## src/rtl/bram_stream_reader.sv

```systemverilog
// -----------------------------------------------------------------------------
// bram_stream_reader
//
// Read-side sequencer for the buffer's true dual-port block RAM. Accepts a
// (base, length) read command, issues one port-A read per cycle, tags each
// read through the RAM's fixed read latency, and presents the returned words
// as a valid/ready stream. A small output FIFO absorbs back-pressure. Reads
// are only issued while a FIFO slot is guaranteed for the returning word, so
// no word is ever lost.
//
// Configuration macro:
//   BRAM_RD_LOW_LATENCY_EN  defined   -> RD_LAT = 1 (RAM built LOW_LATENCY)
//                           undefined -> RD_LAT = 2 (RAM built HIGH_PERFORMANCE)
//
// Ports:
//   clk          in   single clock, also the RAM's clka
//   rst          in   synchronous, active-high reset
//   cmd_valid    in   command offered
//   cmd_ready    out  command accepted when high together with cmd_valid
//   cmd_base     in   [ADDR_W]   first word address
//   cmd_len      in   [ADDR_W+1] word count, 0..2^ADDR_W
//   bram_ena     out  RAM port-A enable, one read per high cycle
//   bram_wea     out  tied 0 (port A is read-only here)
//   bram_addra   out  [ADDR_W]   RAM port-A address
//   bram_regcea  out  tied 1 (RAM output register always enabled)
//   bram_douta   in   [DATA_W]   RAM port-A read data
//   m_valid      out  stream word available
//   m_ready      in   downstream accepts
//   m_data       out  [DATA_W]   stream word
//   m_last       out  high with the final word of a command
//   busy         out  high whenever the sequencer is not idle
//   done         out  one-cycle pulse at command completion
// -----------------------------------------------------------------------------
module bram_stream_reader #(
    parameter int DATA_W     = 8,
    parameter int ADDR_W     = 10,
    parameter int FIFO_DEPTH = 4
) (
    input  logic              clk,
    input  logic              rst,
    input  logic              cmd_valid,
    output logic              cmd_ready,
    input  logic [ADDR_W-1:0] cmd_base,
    input  logic [ADDR_W:0]   cmd_len,
    output logic              bram_ena,
    output logic              bram_wea,
    output logic [ADDR_W-1:0] bram_addra,
    output logic              bram_regcea,
    input  logic [DATA_W-1:0] bram_douta,
    output logic              m_valid,
    input  logic              m_ready,
    output logic [DATA_W-1:0] m_data,
    output logic              m_last,
    output logic              busy,
    output logic              done
);

`ifdef BRAM_RD_LOW_LATENCY_EN
    localparam int RD_LAT = 1;
`else
    localparam int RD_LAT = 2;
`endif

    localparam int PTR_W = (FIFO_DEPTH > 1) ? $clog2(FIFO_DEPTH) : 1;
    localparam int CNT_W = $clog2(FIFO_DEPTH + 1);
    localparam int SUM_W = CNT_W + 1;
    localparam int LEN_W = ADDR_W + 1;

    typedef enum logic [1:0] {
        IDLE,
        ISSUE,
        DRAIN
    } state_t;

    // Sequencer state
    state_t              r_state;
    logic                r_cmd_ready;
    logic                r_done;
    logic [ADDR_W-1:0]   r_addr;
    logic [LEN_W-1:0]    r_remaining;

    // Return path: one tag per outstanding RAM read, shifted in lock-step
    // with the RAM pipeline so the tag exits exactly when the data is valid.
    logic [RD_LAT-1:0]   r_tag_vld;
    logic [RD_LAT-1:0]   r_tag_last;
    logic [CNT_W-1:0]    r_inflight;

    // Output FIFO
    logic [DATA_W-1:0]   r_fifo_data [FIFO_DEPTH];
    logic                r_fifo_last [FIFO_DEPTH];
    logic [PTR_W-1:0]    r_wr_ptr;
    logic [PTR_W-1:0]    r_rd_ptr;
    logic [CNT_W-1:0]    r_count;

    logic [SUM_W-1:0]    w_used;
    logic                w_credit;
    logic                w_issue;
    logic                w_last_issue;
    logic                w_push;
    logic                w_pop;
    logic                w_valid;
    logic                w_head_last;

    // A read may only be issued if its word is guaranteed a FIFO slot:
    // every read not yet popped (in the RAM pipe or sitting in the FIFO)
    // holds one credit.
    assign w_used       = SUM_W'(r_inflight) + SUM_W'(r_count);
    assign w_credit     = (w_used < SUM_W'(FIFO_DEPTH));
    assign w_issue      = (r_state == ISSUE) && w_credit;
    assign w_last_issue = (r_remaining == LEN_W'(1));
    assign w_push       = r_tag_vld[RD_LAT-1];
    assign w_valid      = (r_count != '0);
    assign w_pop        = w_valid && m_ready;
    assign w_head_last  = r_fifo_last[r_rd_ptr];

    // -------------------------------------------------------------------------
    // Command sequencer
    // -------------------------------------------------------------------------
    // NOTE: all clocked state uses non-blocking assignments so every register
    // samples the pre-edge values of the others regardless of statement order.
    always_ff @(posedge clk) begin
        if (rst) begin
            r_state     <= IDLE;
            r_cmd_ready <= 1'b0;
            r_done      <= 1'b0;
            r_addr      <= '0;
            r_remaining <= '0;
        end else begin
            r_done <= 1'b0;
            unique case (r_state)
                IDLE: begin
                    r_cmd_ready <= 1'b1;
                    if (cmd_valid && r_cmd_ready) begin
                        r_addr      <= cmd_base;
                        r_remaining <= cmd_len;
                        if (cmd_len == '0) begin
                            // Empty command completes without touching the RAM.
                            r_done <= 1'b1;
                        end else begin
                            r_state     <= ISSUE;
                            r_cmd_ready <= 1'b0;
                        end
                    end
                end
                ISSUE: begin
                    if (w_issue) begin
                        // Address wraps naturally at 2^ADDR_W.
                        r_addr      <= r_addr + ADDR_W'(1);
                        r_remaining <= r_remaining - LEN_W'(1);
                        if (w_last_issue) begin
                            r_state <= DRAIN;
                        end
                    end
                end
                DRAIN: begin
                    // The last word can only be handshaken here: it leaves
                    // the RAM at least RD_LAT cycles after the final issue.
                    if (w_pop && w_head_last) begin
                        r_state     <= IDLE;
                        r_done      <= 1'b1;
                        r_cmd_ready <= 1'b1;
                    end
                end
                default: begin
                    r_state <= IDLE;
                end
            endcase
        end
    end

    // -------------------------------------------------------------------------
    // Return-path tags, credit counters and FIFO pointers
    // -------------------------------------------------------------------------
    always_ff @(posedge clk) begin
        if (rst) begin
            // Clearing the tags drops any RAM data still in flight.
            r_tag_vld  <= '0;
            r_tag_last <= '0;
            r_inflight <= '0;
            r_count    <= '0;
            r_wr_ptr   <= '0;
            r_rd_ptr   <= '0;
        end else begin
            r_tag_vld[0]  <= w_issue;
            r_tag_last[0] <= w_issue && w_last_issue;
            for (int i = 1; i < RD_LAT; i++) begin
                r_tag_vld[i]  <= r_tag_vld[i-1];
                r_tag_last[i] <= r_tag_last[i-1];
            end

            r_inflight <= r_inflight + CNT_W'(w_issue) - CNT_W'(w_push);
            r_count    <= r_count + CNT_W'(w_push) - CNT_W'(w_pop);

            if (w_push) begin
                r_wr_ptr <= r_wr_ptr + PTR_W'(1);
            end
            if (w_pop) begin
                r_rd_ptr <= r_rd_ptr + PTR_W'(1);
            end
        end
    end

    // NOTE: FIFO storage is deliberately not reset; an entry is never read
    // before it is written because m_valid derives from the reset count.
    always_ff @(posedge clk) begin
        if (w_push) begin
            r_fifo_data[r_wr_ptr] <= bram_douta;
            r_fifo_last[r_wr_ptr] <= r_tag_last[RD_LAT-1];
        end
    end

    // -------------------------------------------------------------------------
    // Outputs
    // -------------------------------------------------------------------------
    assign cmd_ready   = r_cmd_ready;
    assign bram_ena    = w_issue;
    assign bram_wea    = 1'b0;
    assign bram_addra  = r_addr;
    assign bram_regcea = 1'b1;
    assign m_valid     = w_valid;
    assign m_data      = r_fifo_data[r_rd_ptr];
    assign m_last      = w_valid && w_head_last;
    assign busy        = (r_state != IDLE);
    assign done        = r_done;

endmodule

```

## config.mk

```make
export PLATFORM = sky130hd
export DESIGN_NAME = bram_stream_reader
export DESIGN_NICKNAME = d
export VERILOG_FILES = /design/src/rtl/bram_stream_reader.sv
export SDC_FILE = /design/constraint.sdc
export NUM_CORES = 1
export LEC_CHECK = 0
export ABC_AREA = 1
export ABC_CLOCK_PERIOD_IN_PS = 3000
export CAP_MARGIN = 25
export CORE_MARGIN = 2
export CORE_UTILIZATION = 45
export DETAILED_ROUTE_END_ITERATION = 10
export DONT_BUFFER_PORTS = 1
export SETUP_SLACK_MARGIN = 0.02
export SKIP_CTS_REPAIR_TIMING = 1
export SLEW_MARGIN = 20
export SYNTH_ARGS = -nofsm -noshare
export SYNTH_HDL_FRONTEND = slang
export SYNTH_SLANG_ARGS = --single-unit
```

## constraint.sdc

```tcl
create_clock -name clk -period 3 [get_ports clk]
set_input_delay 0.15 -clock clk [delete_from_list [all_inputs] [get_ports clk]]
set_output_delay 0.15 -clock clk [all_outputs]
set_load 0.02 [all_outputs]
```

==> impl_metrics.toml, run 1 <==
[status]
status = "complete, but fails checks"
failed_checks = "hold timing"

[worst_hold_path]
hold_path.class = "in2reg"
worstHoldStart = "cmd_len[3]"
hold_path_depth = 2
min_to = "r_remaining[3]"

[finish]
syn_to_final_growth_pct = 10.4
finish.net_count = 507
fin_util = 0.507
num-fill-cells = 807
drive_gt1_frac = 0.0603
seq_area_sq_um = 1900
multi_input_area_sq_um = 1520
fin_area_sq_um = 4100
insertedDiodeCount = 0

[sta]
period_needed_ps = 2250
worst_hold_slack_ps = -9.13
tns_ps = 0
setup_ws_ps = 751
clock_skew_ps = 12.1
hold_violations = 1
max_freq_ghz = 0.445
max_slew_margin = 0.366
worst_pin_slew_ps = 948
rsz0062_at_grt = "no"
maxSlewViolCount = 0
finalSetupViolations = 0
finalCritPeriodShare = 0.750

[die]
start_util = 0.459
core_area_sq_um = 8090
die_x_microns = 94.9
die_h_microns = 94.9
die_area_sq_um = 9000
io_pins = 59
fp-row-count = 33

[placed_design]
gp_congestion = 0.804
dp_hpwl_mm = 5.24
dp_slack_ps = 757
portBuffers = 0
place_area_sq_um = 3770

[cts]
cts.sinks = 77
cts-buffers-inserted = 9
cts.htree.levels = 3
tritoncts = "built"
clockBufferDepth = 2
path_clk_slew_ps = 90
clk_latency_ps = 360
cts_root_buf = "clkbuf_8"

[setup_path]
reg2reg_from = "r_count[1]"
critPathRequiredTime_ps = 3290
cp_slowest_cell = "dfxtp_1"
crit_arrival_ps = 2540
crit_family = "adder cells"
crit_type = "reg2reg"
r2r_slack_ps = 750
cp.depth = 12
path_buf_inv = 5
rr_worst_depth = 12
crit_fanout = 5
critPathLaunchType = "flop"
critPathMostFrequentCell = "inv_1"
cpPeakStageDelay_ps = 440
worstSetupEndpointType = "flop"
crit_chain = "inv_1 -> nand3_1 -> nand2_1 -> inv_1 -> ha_1 -> inv_1 -> ha_1 -> inv_1 -> fa_1 -> inv_1 -> o21ai_0 -> a21oi_1"
r2r-end = "r_count[2]"

[power]
ir_drop_mv = 0.367
p_leak_nw = 1.66
power.density_nw_per_um2 = 766

[global_routing]
grt_pass1_wl_mm = 12.6
antenna_found_initial = 0
grt_max_degree = 24
grt_pass1_vias = 2668
grt_overflow = 0
grt_usage = 0.185

[yosys]
synth-main-ff-cell = "dfxtp_1"
async_flop_share = 0
synth.net_count = 499
ys_top_cells_by_count = "80 x nand2_1, 65 x nor2_1, 53 x inv_1"
syn-cell-area_sq_um = 3720
ys_seq_area_frac = 0.512
ys_ff_latch = 77
netlist.area_leader.share = 0.291
netlist_instances = 451
synth_most_common_cell = "nand2_1"
synth.distinct_cells = 32
synth_edf_count = 36
yosys_warnings = 0
synth_area_per_cell_sq_um = 8.24
yosys.area.top_type = "edfxtp_1"
synthTopCellsByArea = "edfxtp_1 29%, dfxtp_1 22%, nand2_1 8.1%"

[flow_run]
cap_violations = 0

[routing]
wire_per_inst_microns = 14.0
ant_nets = 0
drtIter0Drc = 92
drc = 0
first_pass_iters = 4
via_per_inst = 5.11
vias = 2906
wl_mm = 7.99
-- state kept, by name, indices dropped and copies added, names as in the netlist, named ones only --
register and count:
bram_addra 10, r_tag_vld 2, cmd_ready 1, r_fifo_last 4, r_count 3, r_wr_ptr 2
r_remaining 11, r_fifo_data 32, r_tag_last 2, r_inflight 3, r_state 2, done 1
r_rd_ptr 2
-- cells by family after synthesis --
group           synth area share
simple gates               0.216
other cells              0.00202
fa+ha+maj                 0.0545
flops                      0.512
compound gates             0.128
buf+inv                   0.0805
xor+xnor                 0.00707
-- worst register-to-register path: stages (launching register included) --
cell and delay, ps:
dfxtp_1 440, inv_1 80, nand3_1 210, nand2_1 140
inv_1 150, ha_1 250, inv_1 60, ha_1 130
inv_1 50, fa_1 350, inv_1 80, o21ai_0 100
a21oi_1 160
-- through the flow --
| stage | hold WS [ps] | instances | power [mW] |
|---|---|---|---|
| finish | -9.13 | 569 | 3.14 |
| CTS | -166 | 557 | 3.15 |
| global route | 34.8 | 569 | 3.36 |
| detailed placement | 224 | 541 | 2.31 |
| floorplan | 219 | 451 | 2.13 |
| global placement | 220 | 541 | 2.28 |
-- placed cells by master, fill, tap and decap left out, drive strengths merged --
| cell type | count |
|---|---|
| o21ai | 46 |
| buf | 2 |
| dlygate4sd3 | 12 |
| nand4 | 7 |
| bufinv | 1 |
| xnor2 | 1 |
| nor3 | 4 |
| o211ai | 1 |
| dfxtp | 41 |
| conb | 2 |
| ha | 13 |
| nand2 | 81 |
| clkinvlp | 1 |
| nand3 | 28 |
| o22ai | 8 |
| or2 | 3 |
| a31oi | 5 |
| nor2 | 66 |
| inv | 61 |
| edfxtp | 36 |
| a21oi | 30 |
| fa | 2 |
| xor2 | 2 |
| o21bai | 1 |
| clkbuf | 9 |
| nand3b | 1 |
-- power by group --
part           internal [mW]  switching (mW)
sequential              1.21           0.162
combinational          0.294           0.637
clock                  0.405           0.431
total                   1.91            1.23
-- layer usage --
layer | wire [microns] | vias to the layer above | part of all wire | global-route usage
met5 | 0 | - | 0 | 0
met4 | 206 | 0 | 0.026 | 0.0942
met3 | 399 | 15 | 0.050 | 0.0447
met2 | 3620 | 61 | 0.45 | 0.299
met1 | 3770 | 1325 | 0.47 | 0.231
li1 | - | 1505 | - | -
-- how the worst max path moves through the flow --
| stage | from | to |
|---|---|---|
| after floorplan | r_count[1] | r_inflight[2] |
| after CTS | r_count[1] | r_count[2] |
| after global routing | r_count[1] | r_count[2] |
| after global placement | r_count[1] | r_count[2] |
| after detailed placement | r_count[1] | r_count[2] |
| final | r_count[1] | r_count[2] |
-- cell type report --
class / count / area share
sequential: 77 / 0.463
multi-input combinational: 301 / 0.369
inverter: 56 / 0.0512
timing repair buffer: 14 / 0.0329
tap: 105 / 0.0320
clock buffer: 9 / 0.0302
clock inverter: 7 / 0.0210
No activity file was read; power rests on OpenSTA's default activity.
==> run 2, diff against run 1 <==
--- a/config.mk
+++ b/config.mk
@@ -6,7 +6,7 @@
 export NUM_CORES = 1
 export LEC_CHECK = 0
 export ABC_AREA = 1
-export ABC_CLOCK_PERIOD_IN_PS = 3000
+export ABC_CLOCK_PERIOD_IN_PS = 2000
 export CAP_MARGIN = 25
 export CORE_MARGIN = 2
 export CORE_UTILIZATION = 45
==> constraint.sdc (replaced) <==
create_clock -name clk -period 2 [get_ports clk]
set_input_delay 0.1 -clock clk [delete_from_list [all_inputs] [get_ports clk]]
set_output_delay 0.1 -clock clk [all_outputs]
set_load 0.02 [all_outputs]
==> run 2 against run 1 <==
The flow still finishes with violations (hold timing). Global-route usage shrank 0.44 points. Clock power grew 48%. Total power up 55%. Non-clock buffer count rose by 16. Critical endpoint is now r_inflight[2]. Largest power group unchanged.
==> impl_metrics.toml, run 2 (synthesis gave the netlist of run 1 again) <==
[placed_design]
placed_cells = 554
portBuffers = 0
gp_congestion = 0.782
place_area_sq_um = 3870
dp_hpwl_mm = 5.27

[global_routing]
antenna_found_initial = 0
grt_overflow = 0
grt_pass1_wl_mm = 12.4
grt_pass1_vias = 2655
grt_max_degree = 24
grt_usage = 0.181

[setup_path]
critPathLaunchType = "flop"
critPathRequiredTime_ps = 2280
worstSetupEndpointType = "flop"
reg2reg_from = "r_count[1]"
crit_fanout = 4
r2r-end = "r_inflight[2]"
rr_worst_depth = 8
crit_type = "reg2reg"
crit_arrival_ps = 2170
r2r_slack_ps = 110

[die]
core_area_sq_um = 8090
start_util = 0.459
io_pins = 59
die_x_microns = 94.9
die_h_microns = 94.9
die_area_sq_um = 9000
fp-row-count = 33

[finish]
num-fill-cells = 788
drive_gt1_frac = 0.108
finish.net_count = 523
insertedDiodeCount = 0
largest_register_ffs = 32
seq_area_sq_um = 1910
regMostFlops = "r_fifo_data"
stdcell_count = 585
syn_to_final_growth_pct = 14.3
multi_input_area_sq_um = 1530
final_cell_mix = "79 x nand2_1, 65 x nor2_1, 50 x inv_1, 44 x o21ai_0, 38 x dfxtp_1"
final_common_cell = "nand2_1"
fin_area_sq_um = 4250

[cts]
tritoncts = "built"
clockBufferDepth = 2
clk_latency_ps = 350
cts_root_buf = "clkbuf_8"
cts.htree.levels = 3
cts-buffers-inserted = 9
path_clk_slew_ps = 90
cts.sinks = 77

[sta]
rsz0062_at_grt = "no"
hold_violations = 2
max_freq_ghz = 0.529
worst_hold_slack_ps = -10.8
tns_ps = 0
finalSetupViolations = 0
maxSlewViolCount = 0
worst_pin_slew_ps = 970
finalCritPeriodShare = 0.945
period_needed_ps = 1890
max_slew_margin = 0.352
clock_skew_ps = 11.3

[power]
power.density_nw_per_um2 = 1140
p_leak_nw = 1.75
ir_drop_mv = 0.704

[routing]
via_per_inst = 5.07
drc = 0
ant_nets = 0
wire_per_inst_microns = 13.5
vias = 2964
first_pass_iters = 4
wl_mm = 7.89
drtIter0Drc = 90

[worst_hold_path]
min_to = "r_remaining[4]"
worstHoldStart = "cmd_len[4]"
hold_path.class = "in2reg"
hold_path_depth = 4

[status]
failed_checks = "hold timing"
status = "complete, but fails checks"

[flow_run]
cap_violations = 0
[run 2: cell types whose count changed in the layout (fill, tap and decap cells not counted), moves of 2 or more]
cell,before,now
nand3_2,1,3
nand3_1,27,25
dfxtp_1,41,38
dfxtp_2,0,2
buf_4,2,16
inv_1,53,50
inv_2,3,6
dlygate4sd3_1,12,14
[run 2: how the worst max path moves through the flow]
| stage | startpoint | to | slack (ps) | cells after the start |
|---|---|---|---|---|
| after floorplan | r_count[1] | r_inflight[2] | 20 | 8 |
| after global placement | r_count[1] | r_inflight[2] | 100 | 8 |
| after detailed placement | r_count[1] | r_inflight[2] | 50 | 8 |
| after CTS | r_count[1] | r_inflight[2] | 20 | 8 |
| after global routing | r_count[2] | r_count[2] | 8 | 12 |
| final | r_count[1] | r_inflight[2] | 110 | 8 |
[run 2: worst max-delay path, cell delays in order, from the launching register on]
cell and delay (ps):
dfxtp_4 370, ha_1 280, nand3_2 70, nand3_2 90
inv_1 60, ha_1 210, fa_2 330, or2_2 290
a21oi_1 110
[run 2: layout make-up]
cell class | instances | share of cell area
Timing Repair Buffer | 30 | 0.0612
Inverter | 56 | 0.0495
Clock buffer | 9 | 0.0292
Clock inverter | 7 | 0.0200
Multi-Input combinational cell | 301 | 0.360
Sequential cell | 77 | 0.449
Tap cell | 105 | 0.0309
[run 2: metrics by stage]
step                utilization  total power, mW  hold slack (ps)  setup WS (ps)
floorplan                     -             3.20              169           21.7
global placement          0.478             3.55              171            103
detailed placement        0.478             3.57              174           50.3
CTS                       0.504             4.82             -213           23.5
global route              0.525             5.21             6.06           8.11
finish                    0.525             4.86            -10.8            110
[run 2: metal layers]
metal / share of wire / global-route usage / vias to the layer above
met5: 0 / 0 / -
met4: 0.011 / 0.0773 / 0
met3: 0.047 / 0.0503 / 6
met2: 0.46 / 0.280 / 66
met1: 0.48 / 0.238 / 1358
li1: - / - / 1534
[run 2: power breakdown]
group / switching [mW] / internal [mW] / total [mW] / leakage [nW]
clock: 0.638 / 0.605 / 1.24 / 0.107
sequential: 0.199 / 1.83 / 2.03 / 0.662
combinational: 1.03 / 0.564 / 1.59 / 0.979
total: 1.86 / 3.00 / 4.86 / 1.75
